### config.mk
export PLATFORM = sky130hd
export DESIGN_NAME = mem_stage
export DESIGN_NICKNAME = d
export VERILOG_FILES = /design/src/rtl/mem_stage.sv
export SDC_FILE = /design/constraint.sdc
export NUM_CORES = 1
export LEC_CHECK = 0
export ABC_AREA = 1
export BUFFER_PORTS_ARGS = -buffer_cell sky130_fd_sc_hd__buf_2
export CAP_MARGIN = 15
export CELL_PAD_IN_SITES_DETAIL_PLACEMENT = 0
export CELL_PAD_IN_SITES_GLOBAL_PLACEMENT = 1
export CORE_AREA = 3 3 140 142
export CTS_CLUSTER_SIZE = 12
export DETAILED_ROUTE_END_ITERATION = 12
export DIE_AREA = 0 0 143 145
export PLACE_DENSITY_LB_ADDON = 0.08
export SYNTH_ARGS = -nofsm -noshare
export SYNTH_HDL_FRONTEND = slang
export SYNTH_SLANG_ARGS = --single-unit
### constraint.sdc
create_clock -name clk -period 1.8 [get_ports clk]
set_clock_uncertainty 0.2 [all_clocks]
set_input_delay 0.36 -clock clk [delete_from_list [all_inputs] [get_ports clk]]
set_output_delay 0.36 -clock clk [all_outputs]
set_load 0.01 [all_outputs]
### src/rtl/mem_stage.sv
// Memory stage of an RV32I pipeline.
// It does three jobs:
//   - forwards ALU results straight to writeback;
//   - issues byte, half and word loads/stores to a RAM that answers with an ack;
//   - flags misaligned accesses and RAM timeouts on mem_err.
module mem_stage #(
    parameter int ADDR_W      = 16,
    parameter int ACK_TIMEOUT = 255
) (
    input  logic              clk,
    input  logic              reset_n,
    input  logic              ex_valid,
    output logic              ex_ready,
    input  logic              ex_is_load,
    input  logic              ex_is_store,
    input  logic [2:0]        ex_funct3,
    input  logic [31:0]       ex_alu_result,
    input  logic [31:0]       ex_store_data,
    input  logic [4:0]        ex_rd_addr,
    output logic              ram_req,
    output logic              ram_we,
    output logic [ADDR_W-1:0] ram_addr,
    output logic [31:0]       ram_wdata,
    output logic [3:0]        ram_wstrb,
    input  logic [31:0]       ram_rdata,
    input  logic              ram_ack,
    output logic              wb_valid,
    output logic [4:0]        wb_rd_addr,
    output logic [31:0]       wb_data,
    output logic              mem_err
);

    localparam int CNT_W = $clog2(ACK_TIMEOUT + 1);

    typedef enum logic [1:0] {IDLE, ACCESS, RESP} state_t;

    state_t             r_state;
    logic [CNT_W-1:0]   r_cnt;
    logic [2:0]         r_funct3;
    logic [1:0]         r_lane;
    logic [4:0]         r_rd;
    logic               r_is_load;

    // Undefined width codes are rejected the same way as misaligned ones.
    function automatic logic f_misaligned(input logic [2:0] f3, input logic [1:0] a);
        case (f3)
            3'b000, 3'b100: return 1'b0;
            3'b001, 3'b101: return a[0];
            3'b010:         return (a != 2'b00);
            default:        return 1'b1;
        endcase
    endfunction

    function automatic logic [3:0] f_wstrb(input logic [2:0] f3, input logic [1:0] a);
        case (f3[1:0])
            2'b00:   return 4'b0001 << a;
            2'b01:   return 4'b0011 << a;
            default: return 4'b1111;
        endcase
    endfunction

    // Replicating the low byte/half lets the strobes pick the lane, so no shifter is needed.
    function automatic logic [31:0] f_wdata(input logic [2:0] f3, input logic [31:0] d);
        case (f3[1:0])
            2'b00:   return {4{d[7:0]}};
            2'b01:   return {2{d[15:0]}};
            default: return d;
        endcase
    endfunction

    function automatic logic [31:0] f_load(input logic [2:0] f3, input logic [1:0] lane,
                                           input logic [31:0] rdata);
        logic [31:0] w_sh;
        w_sh = rdata >> {lane, 3'b000};
        case (f3)
            3'b000:  return {{24{w_sh[7]}}, w_sh[7:0]};
            3'b100:  return {24'b0, w_sh[7:0]};
            3'b001:  return {{16{w_sh[15]}}, w_sh[15:0]};
            3'b101:  return {16'b0, w_sh[15:0]};
            default: return rdata;
        endcase
    endfunction

    // Ready is derived straight from the state register, so the EX stage stalls outside IDLE.
    assign ex_ready = (r_state == IDLE);

    // Control FSM; RAM-side and writeback outputs are all registered here.
    always_ff @(posedge clk or negedge reset_n) begin
        if (!reset_n) begin
            r_state    <= IDLE;
            r_cnt      <= '0;
            r_funct3   <= 3'b0;
            r_lane     <= 2'b0;
            r_rd       <= 5'b0;
            r_is_load  <= 1'b0;
            ram_req    <= 1'b0;
            ram_we     <= 1'b0;
            ram_addr   <= '0;
            ram_wdata  <= 32'b0;
            ram_wstrb  <= 4'b0;
            wb_valid   <= 1'b0;
            wb_rd_addr <= 5'b0;
            wb_data    <= 32'b0;
            mem_err    <= 1'b0;
        end else begin
            wb_valid <= 1'b0;
            mem_err  <= 1'b0;
            case (r_state)
                IDLE: begin
                    if (ex_valid) begin
                        if (!ex_is_load && !ex_is_store) begin
                            wb_valid   <= 1'b1;
                            wb_data    <= ex_alu_result;
                            wb_rd_addr <= ex_rd_addr;
                        end else if (f_misaligned(ex_funct3, ex_alu_result[1:0])) begin
                            mem_err <= 1'b1;
                        end else begin
                            r_state   <= ACCESS;
                            r_cnt     <= '0;
                            r_funct3  <= ex_funct3;
                            r_lane    <= ex_alu_result[1:0];
                            r_rd      <= ex_rd_addr;
                            r_is_load <= ex_is_load && !ex_is_store;
                            ram_req   <= 1'b1;
                            ram_we    <= ex_is_store;
                            ram_addr  <= {ex_alu_result[ADDR_W-1:2], 2'b00};
                            ram_wdata <= f_wdata(ex_funct3, ex_store_data);
                            ram_wstrb <= ex_is_store ? f_wstrb(ex_funct3, ex_alu_result[1:0]) : 4'b0;
                        end
                    end
                end
                ACCESS: begin
                    if (ram_ack) begin
                        ram_req   <= 1'b0;
                        ram_we    <= 1'b0;
                        ram_wstrb <= 4'b0;
                        r_state   <= RESP;
                        // Loads to x0 still complete on the bus but never reach writeback.
                        if (r_is_load && (r_rd != 5'd0)) begin
                            wb_valid   <= 1'b1;
                            wb_data    <= f_load(r_funct3, r_lane, ram_rdata);
                            wb_rd_addr <= r_rd;
                        end
                    end else if (r_cnt == CNT_W'(ACK_TIMEOUT - 1)) begin
                        ram_req   <= 1'b0;
                        ram_we    <= 1'b0;
                        ram_wstrb <= 4'b0;
                        mem_err   <= 1'b1;
                        r_state   <= IDLE;
                    end else begin
                        r_cnt <= r_cnt + CNT_W'(1);
                    end
                end
                RESP: begin
                    r_state <= IDLE;
                end
                default: begin
                    r_state <= IDLE;
                end
            endcase
        end
    end

endmodule

Word level (Yosys, flattened, before mapping)
Index checks and enable logic that the tools add are counted.
W data, S select, Z words.
{ "word_totals": {"output_inout_bits": 94, "word_cells": 116, "register_bits": 112} }
{ "op_classes": {"n_addsub": 1, "shifts": 3, "n_reduce_logical": 19, "bitwise": 2, "mux": 57, "n_eq_ne": 19} }
{ "ops": {"columns": ["cell", "count"], "rows": [
  ["$mux W32", 4],
  ["$pmux W32 S2", 2],
  ["$pmux W32 S4", 1],
  ["$mux W8", 5],
  ["$shr A32 B5 Y16", 1],
  ["$mux W4", 6],
  ["$mux W1", 20],
  ["$mux W5", 4],
  ["$pmux W4 S2", 2],
  ["$pmux W8 S2", 1],
  ["$ne A2 B2 Y1 const B", 7],
  ["$eq A3 B3 Y1 const B", 4],
  ["$mux W2", 5],
  ["$pmux W5 S2", 1],
  ["$reduce_and A5 Y1", 2],
  ["$add A8 B1 Y8 const B", 1],
  ["$eq A8 B8 Y1 const B", 1],
  ["$pmux W1 S2", 4],
  ["$reduce_and A4 Y1", 2],
  ["$eq A3 B1 Y1 const B", 2],
  ["$logic_not A3 Y1", 2],
  ["$reduce_and A6 Y1", 1],
  ["$reduce_bool A5 Y1", 1],
  ["$eq A2 B1 Y1 const B", 2],
  ["other kinds (13)", 20]
]} }

Depth between registers and ports, before layout
{ "logic_depth": {"word_depth": 10, "ltp_mapped": 11, "depth_no_buf": 10} }

Worst setup path after synthesis
OpenSTA, ideal clock, no wires.
{ "synth_timing": {"path_type": "reg-to-reg", "from": "register r_state[0]", "to": "register ram_addr[10]", "n_path_buf": 2, "arrival_time_ns": 1.540, "path_stages_with_launch": 11, "setup_ns": 0.117, "setup_slack_ns": -0.057, "cell_sequence": "dfrtp_1 -> nor2_1 -> inv_1 -> nor2_1 -> nand2_1 -> clkinv_1 -> nand2_4 -> buf_6 -> buf_2 -> nand2_1 -> nand2_1"} }
{ "synth_via": {"elab_chain_cells": 2} }
{ "synth_rtl": {"columns": ["item", "line_no", "source"], "rows": [
  ["from (decl)", "37", "state_t r_state;"],
  ["from (signal assigned)", "90", "r_state <= IDLE;"],
  ["from (signal assigned)", "118", "r_state <= ACCESS;"],
  ["from (signal assigned)", "137", "r_state <= RESP;"],
  ["$logic_not A2 Y1", null, null],
  ["named net ex_ready", "13", "output logic ex_ready,"],
  ["$reduce_and A4 Y1 (no line)", null, null],
  ["to (signal assigned)", "126", "ram_addr <= {ex_alu_result[ADDR_W-1:2], 2'b00};"],
  ["to (decl)", "22", "output logic [ADDR_W-1:0] ram_addr,"]
]} }
The timed path passes the listed nets, and every way through them passes these cells.
A chain may end at the register's enable or synchronous reset.

Final worst setup path
{ "layout_timing": {"from": "register r_state[0]", "to": "output port ex_ready"} }
{ "layout_via": {"elab_chain_cells": 1} }
{ "layout_rtl": {"columns": ["item", "line_no", "source"], "rows": [
  ["$logic_not A2 Y1", "85", "assign ex_ready = (r_state == IDLE);"],
  ["to (decl)", "13", null]
]} }
No other way between the ends.

==> metrics.txt <==
# TYPE chip_impl_metric gauge
chip_impl_metric{name="fmaxAchievable",unit="MHz"} 577
chip_impl_metric{name="postLayoutCoreUtil",unit=""} 0.440
chip_impl_info{name="hold_wc_path_type",value="in -> reg"} 1
chip_impl_info{name="min_from",value="ram_ack"} 1
chip_impl_metric{name="vias",unit=""} 6070
chip_impl_metric{name="final_period_minus_worst_setup_slack",unit="ns"} 1.73
chip_impl_metric{name="cp_data_arrival_time",unit="ns"} 1.17
chip_impl_metric{name="slowest_delay",unit="ns"} 0.40
chip_impl_metric{name="slew_violations",unit=""} 0
chip_impl_info{name="cells_along_the_critical_path",value="nor2_2, buf_4, buf_2"} 1
chip_impl_metric{name="netlist-cell-type-count",unit=""} 33
chip_impl_metric{name="clock_path_buffers",unit=""} 2
chip_impl_metric{name="grt_max_degree",unit=""} 42
chip_impl_metric{name="drive_above_1_share",unit=""} 0.310
chip_impl_metric{name="drt_first_pass_iters",unit=""} 5
chip_impl_info{name="yosys.area.top_type",value="sky130_fd_sc_hd__dfrtp_1"} 1
chip_impl_metric{name="die-width",unit="um"} 143
chip_impl_metric{name="placementRows",unit=""} 50
chip_impl_metric{name="grt_antenna_before_repair",unit=""} 1
chip_impl_info{name="cp_top_family",value="flip-flops"} 1
chip_impl_metric{name="dpl.hpwl",unit="mm"} 16.0
chip_impl_metric{name="setup_ws",unit="ns"} 0.0657
chip_impl_metric{name="dp_worst_setup_slack",unit="ns"} -0.0893
chip_impl_info{name="rsz0062_at_grt",value="true"} 1
chip_impl_metric{name="power_per_cell_area",unit="nW/um^2"} 1420
chip_impl_metric{name="worst-path-buf-inv",unit=""} 2
chip_impl_metric{name="numClockSinks",unit=""} 112
chip_impl_metric{name="port_bufs",unit=""} 201
chip_impl_metric{name="grt.total_usage",unit=""} 0.197
chip_impl_metric{name="place_congestion",unit=""} 0.845
chip_impl_info{name="start_kind",value="register"} 1
chip_impl_metric{name="finalSetupViolCount",unit=""} 0
chip_impl_metric{name="synth_async_sr_flop_share",unit=""} 1.00
chip_impl_metric{name="syn-mean-instance-area",unit="sq um"} 7.20
chip_impl_metric{name="report.final.hold_viol_count",unit=""} 0
chip_impl_info{name="primary_ff_master_synth",value="sky130_fd_sc_hd__dfrtp_1"} 1
chip_impl_metric{name="fin_nets",unit=""} 1178
chip_impl_metric{name="vias_in_the_first_global_route",unit=""} 5896
chip_impl_metric{name="peakVddDrop",unit="mV"} 0.566
chip_impl_metric{name="die_extent_in_y",unit="um"} 145
chip_impl_metric{name="final_min_period_over_clock_period",unit=""} 0.963
chip_impl_metric{name="critical_path_peak_fanout",unit=""} 2
chip_impl_metric{name="floorplan.core_area",unit="sq um"} 18600
chip_impl_metric{name="post-synth-top-area-fraction",unit=""} 0.478
chip_impl_info{name="reg2reg_from",value="r_state[0]"} 1
chip_impl_metric{name="worstSkewPairLatency",unit="ns"} 0.36
chip_impl_info{name="clk_root_buffer_cell",value="sky130_fd_sc_hd__clkbuf_16"} 1
chip_impl_metric{name="cts.clk_slew.worst_paths",unit="ns"} 0.08
chip_impl_metric{name="drt-initial-drc-count",unit=""} 316
chip_impl_metric{name="yosysWarnings",unit=""} 0
chip_impl_metric{name="initial_core_util",unit=""} 0.315
chip_impl_info{name="post_synth_main_area_contributors",value="sky130_fd_sc_hd__dfrtp_1 (48%), sky130_fd_sc_hd__nand2_1 (19%), sky130_fd_sc_hd__nor2_1 (6.7%)"} 1
chip_impl_metric{name="total_power",unit="W"} 0.0116
chip_impl_metric{name="layout-area-overhead-vs-synth",unit="%"} 39.5
chip_impl_metric{name="tritoncts.num_buffers",unit=""} 9
chip_impl_metric{name="die-area",unit="sq um"} 20700
chip_impl_metric{name="remaining_drc_errors",unit=""} 0
chip_impl_metric{name="wire_per_inst",unit="um"} 16.2
chip_impl_metric{name="cap_violations",unit=""} 0
chip_impl_info{name="critical_path.startpoint",value="r_state[0]"} 1
chip_impl_metric{name="ys_ff_latch",unit=""} 112
chip_impl_metric{name="syn-instance-count",unit=""} 814
chip_impl_info{name="clock_tree_from_tritoncts",value="yes"} 1
chip_impl_info{name="critical_path.endpoint_type",value="primary output"} 1
chip_impl_metric{name="io_pins",unit=""} 204
chip_impl_metric{name="syn_area",unit="sq um"} 5860
chip_impl_metric{name="wire_length_of_the_first_global_routing_pass",unit="mm"} 32.3
chip_impl_metric{name="worst_ep_required_time",unit="ns"} 1.24
chip_impl_info{name="setup.worst_path.class",value="reg -> out"} 1
chip_impl_info{name="top_cells_by_instance_count_after_synthesis",value="sky130_fd_sc_hd__nand2_1 (300), sky130_fd_sc_hd__dfrtp_1 (112), sky130_fd_sc_hd__nor2_1 (105)"} 1
chip_impl_info{name="critPathSlowestCell",value="sky130_fd_sc_hd__dfrtp_1"} 1
chip_impl_metric{name="grt_remaining_overflow",unit=""} 0
chip_impl_metric{name="total_leakage_power",unit="nW"} 4.44
chip_impl_metric{name="cts.htree.levels",unit=""} 3
chip_impl_info{name="yosys.cell_count.top_type",value="sky130_fd_sc_hd__nand2_1"} 1
chip_impl_metric{name="synth_seq_area_share",unit=""} 0.478
chip_impl_metric{name="fin_tns_setup",unit="ns"} 0
chip_impl_metric{name="routed_wl",unit="mm"} 21.1
chip_impl_metric{name="final_antenna_net_count",unit=""} 0
chip_impl_metric{name="number_of_synthesized_flops_with_an_enable_pin",unit=""} 0
chip_impl_metric{name="routed_via_density",unit=""} 4.65
chip_impl_info{name="outcome",value="finished, final reports clean"} 1
## cell usage in the layout (no fill, tap or decap), types with 2 or more instances in the layout
master / count
sky130_fd_sc_hd__nor2_2: 7
sky130_fd_sc_hd__o21ai_0: 60
sky130_fd_sc_hd__nand2_4: 3
sky130_fd_sc_hd__nand2_1: 295
sky130_fd_sc_hd__or2_2: 3
sky130_fd_sc_hd__buf_12: 8
sky130_fd_sc_hd__clkinvlp_4: 2
sky130_fd_sc_hd__nor2_4: 2
sky130_fd_sc_hd__nand3_1: 37
sky130_fd_sc_hd__nand3_2: 4
sky130_fd_sc_hd__o21ai_1: 14
sky130_fd_sc_hd__buf_4: 64
sky130_fd_sc_hd__inv_2: 4
sky130_fd_sc_hd__xor2_1: 3
sky130_fd_sc_hd__nor2_1: 97
sky130_fd_sc_hd__ha_1: 2
sky130_fd_sc_hd__nand4_1: 13
sky130_fd_sc_hd__conb_1: 2
sky130_fd_sc_hd__a21oi_2: 2
sky130_fd_sc_hd__nand2_2: 4
sky130_fd_sc_hd__clkinv_4: 2
sky130_fd_sc_hd__buf_2: 200
sky130_fd_sc_hd__a21boi_0: 7
sky130_fd_sc_hd__clkbuf_16: 13
sky130_fd_sc_hd__a21oi_1: 36
sky130_fd_sc_hd__inv_1: 46
sky130_fd_sc_hd__dfrtp_1: 111
sky130_fd_sc_hd__a31oi_1: 12
## report_power, final
| group | leakage, nW | switching, W | internal [W] |
|---|---|---|---|
| clock | 0.151 | 0.00107 | 0.00111 |
| sequential | 1.39 | 0.000586 | 0.00351 |
| combinational | 2.89 | 0.00313 | 0.00224 |
| total | 4.44 | 0.00479 | 0.00686 |
## path summary, 6_finish.rpt
kind	to	slack, ns	depth (start not counted)
worst max-delay path	ex_ready	0.07	3
worst min-delay path	mem_err	0.03	2
worst max register to register	r_cnt[3]	0.07	10
worst min register to register	ram_req	0.27	2
max in group asynchronous	wb_data[26]	0.59	3
min in group asynchronous	r_cnt[0]	0.21	2
## sequential cells by signal, indices dropped and copies added (netlist names)
name and flops:
ram_wdata 32, wb_data 32, ram_addr 14, r_cnt 8, r_rd 5, wb_rd_addr 5, ram_wstrb 4, r_funct3 3
r_lane 2, r_state 2, mem_err 1, r_is_load 1, ram_req 1, ram_we 1, wb_valid 1
## routing by layer
layer	vias up	global-route usage	part of all wire	wire length (um)
li1	3111	-	-	-
met1	2791	0.272	0.45	9530
met2	154	0.316	0.48	10100
met3	12	0.0485	0.061	1280
met4	2	0.0385	0.0076	161
met5	-	0	0.00033	7
## cell families (layout without fill, tap and decap cells)
group / count (synthesis) / in the layout / share of synthesized area
simple gates: 468 / 469 / 0.320
compound gates: 135 / 135 / 0.126
flops: 112 / 112 / 0.478
buf+inv: 93 / 348 / 0.0664
xor+xnor: 3 / 3 / 0.00448
fa+ha+maj: 2 / 2 / 0.00427
other cells: 1 / 3 / 0.000640
## per-stage QoR
step	cells	cell area [sq um]	hold WS (ns)
3_5_place_dp	1281	7610	0.0534
2_1_floorplan	815	5870	-0.136
5_1_grt	1305	8180	0.0394
4_1_cts	1298	7940	0.0175
6_report	1306	8180	0.0293
3_3_place_gp	1281	7610	0.0586
## layout make-up
class / instances / area [sq um]
multi-input cells: 611 / 2780
clock inverters: 7 / 87.6
well taps: 234 / 293
fillers: 1961 / 10400
flip-flops and latches: 112 / 2800
inverters: 53 / 210
clock buffers: 9 / 225
diodes: 1 / 2.50
repair buffers: 279 / 1780
## repair_timing
item | 4_1_cts | 5_1_grt
hold buffers | 1 | 0
gates cloned | 0 | 5
hold endpoints to repair | 89 | 0
buffers inserted | 0 | 3
resized for setup | 2 | 40
pin swaps | 0 | 4
endpoints found under the setup margin | 71 | 91
(Power assumes the default switching activity.)
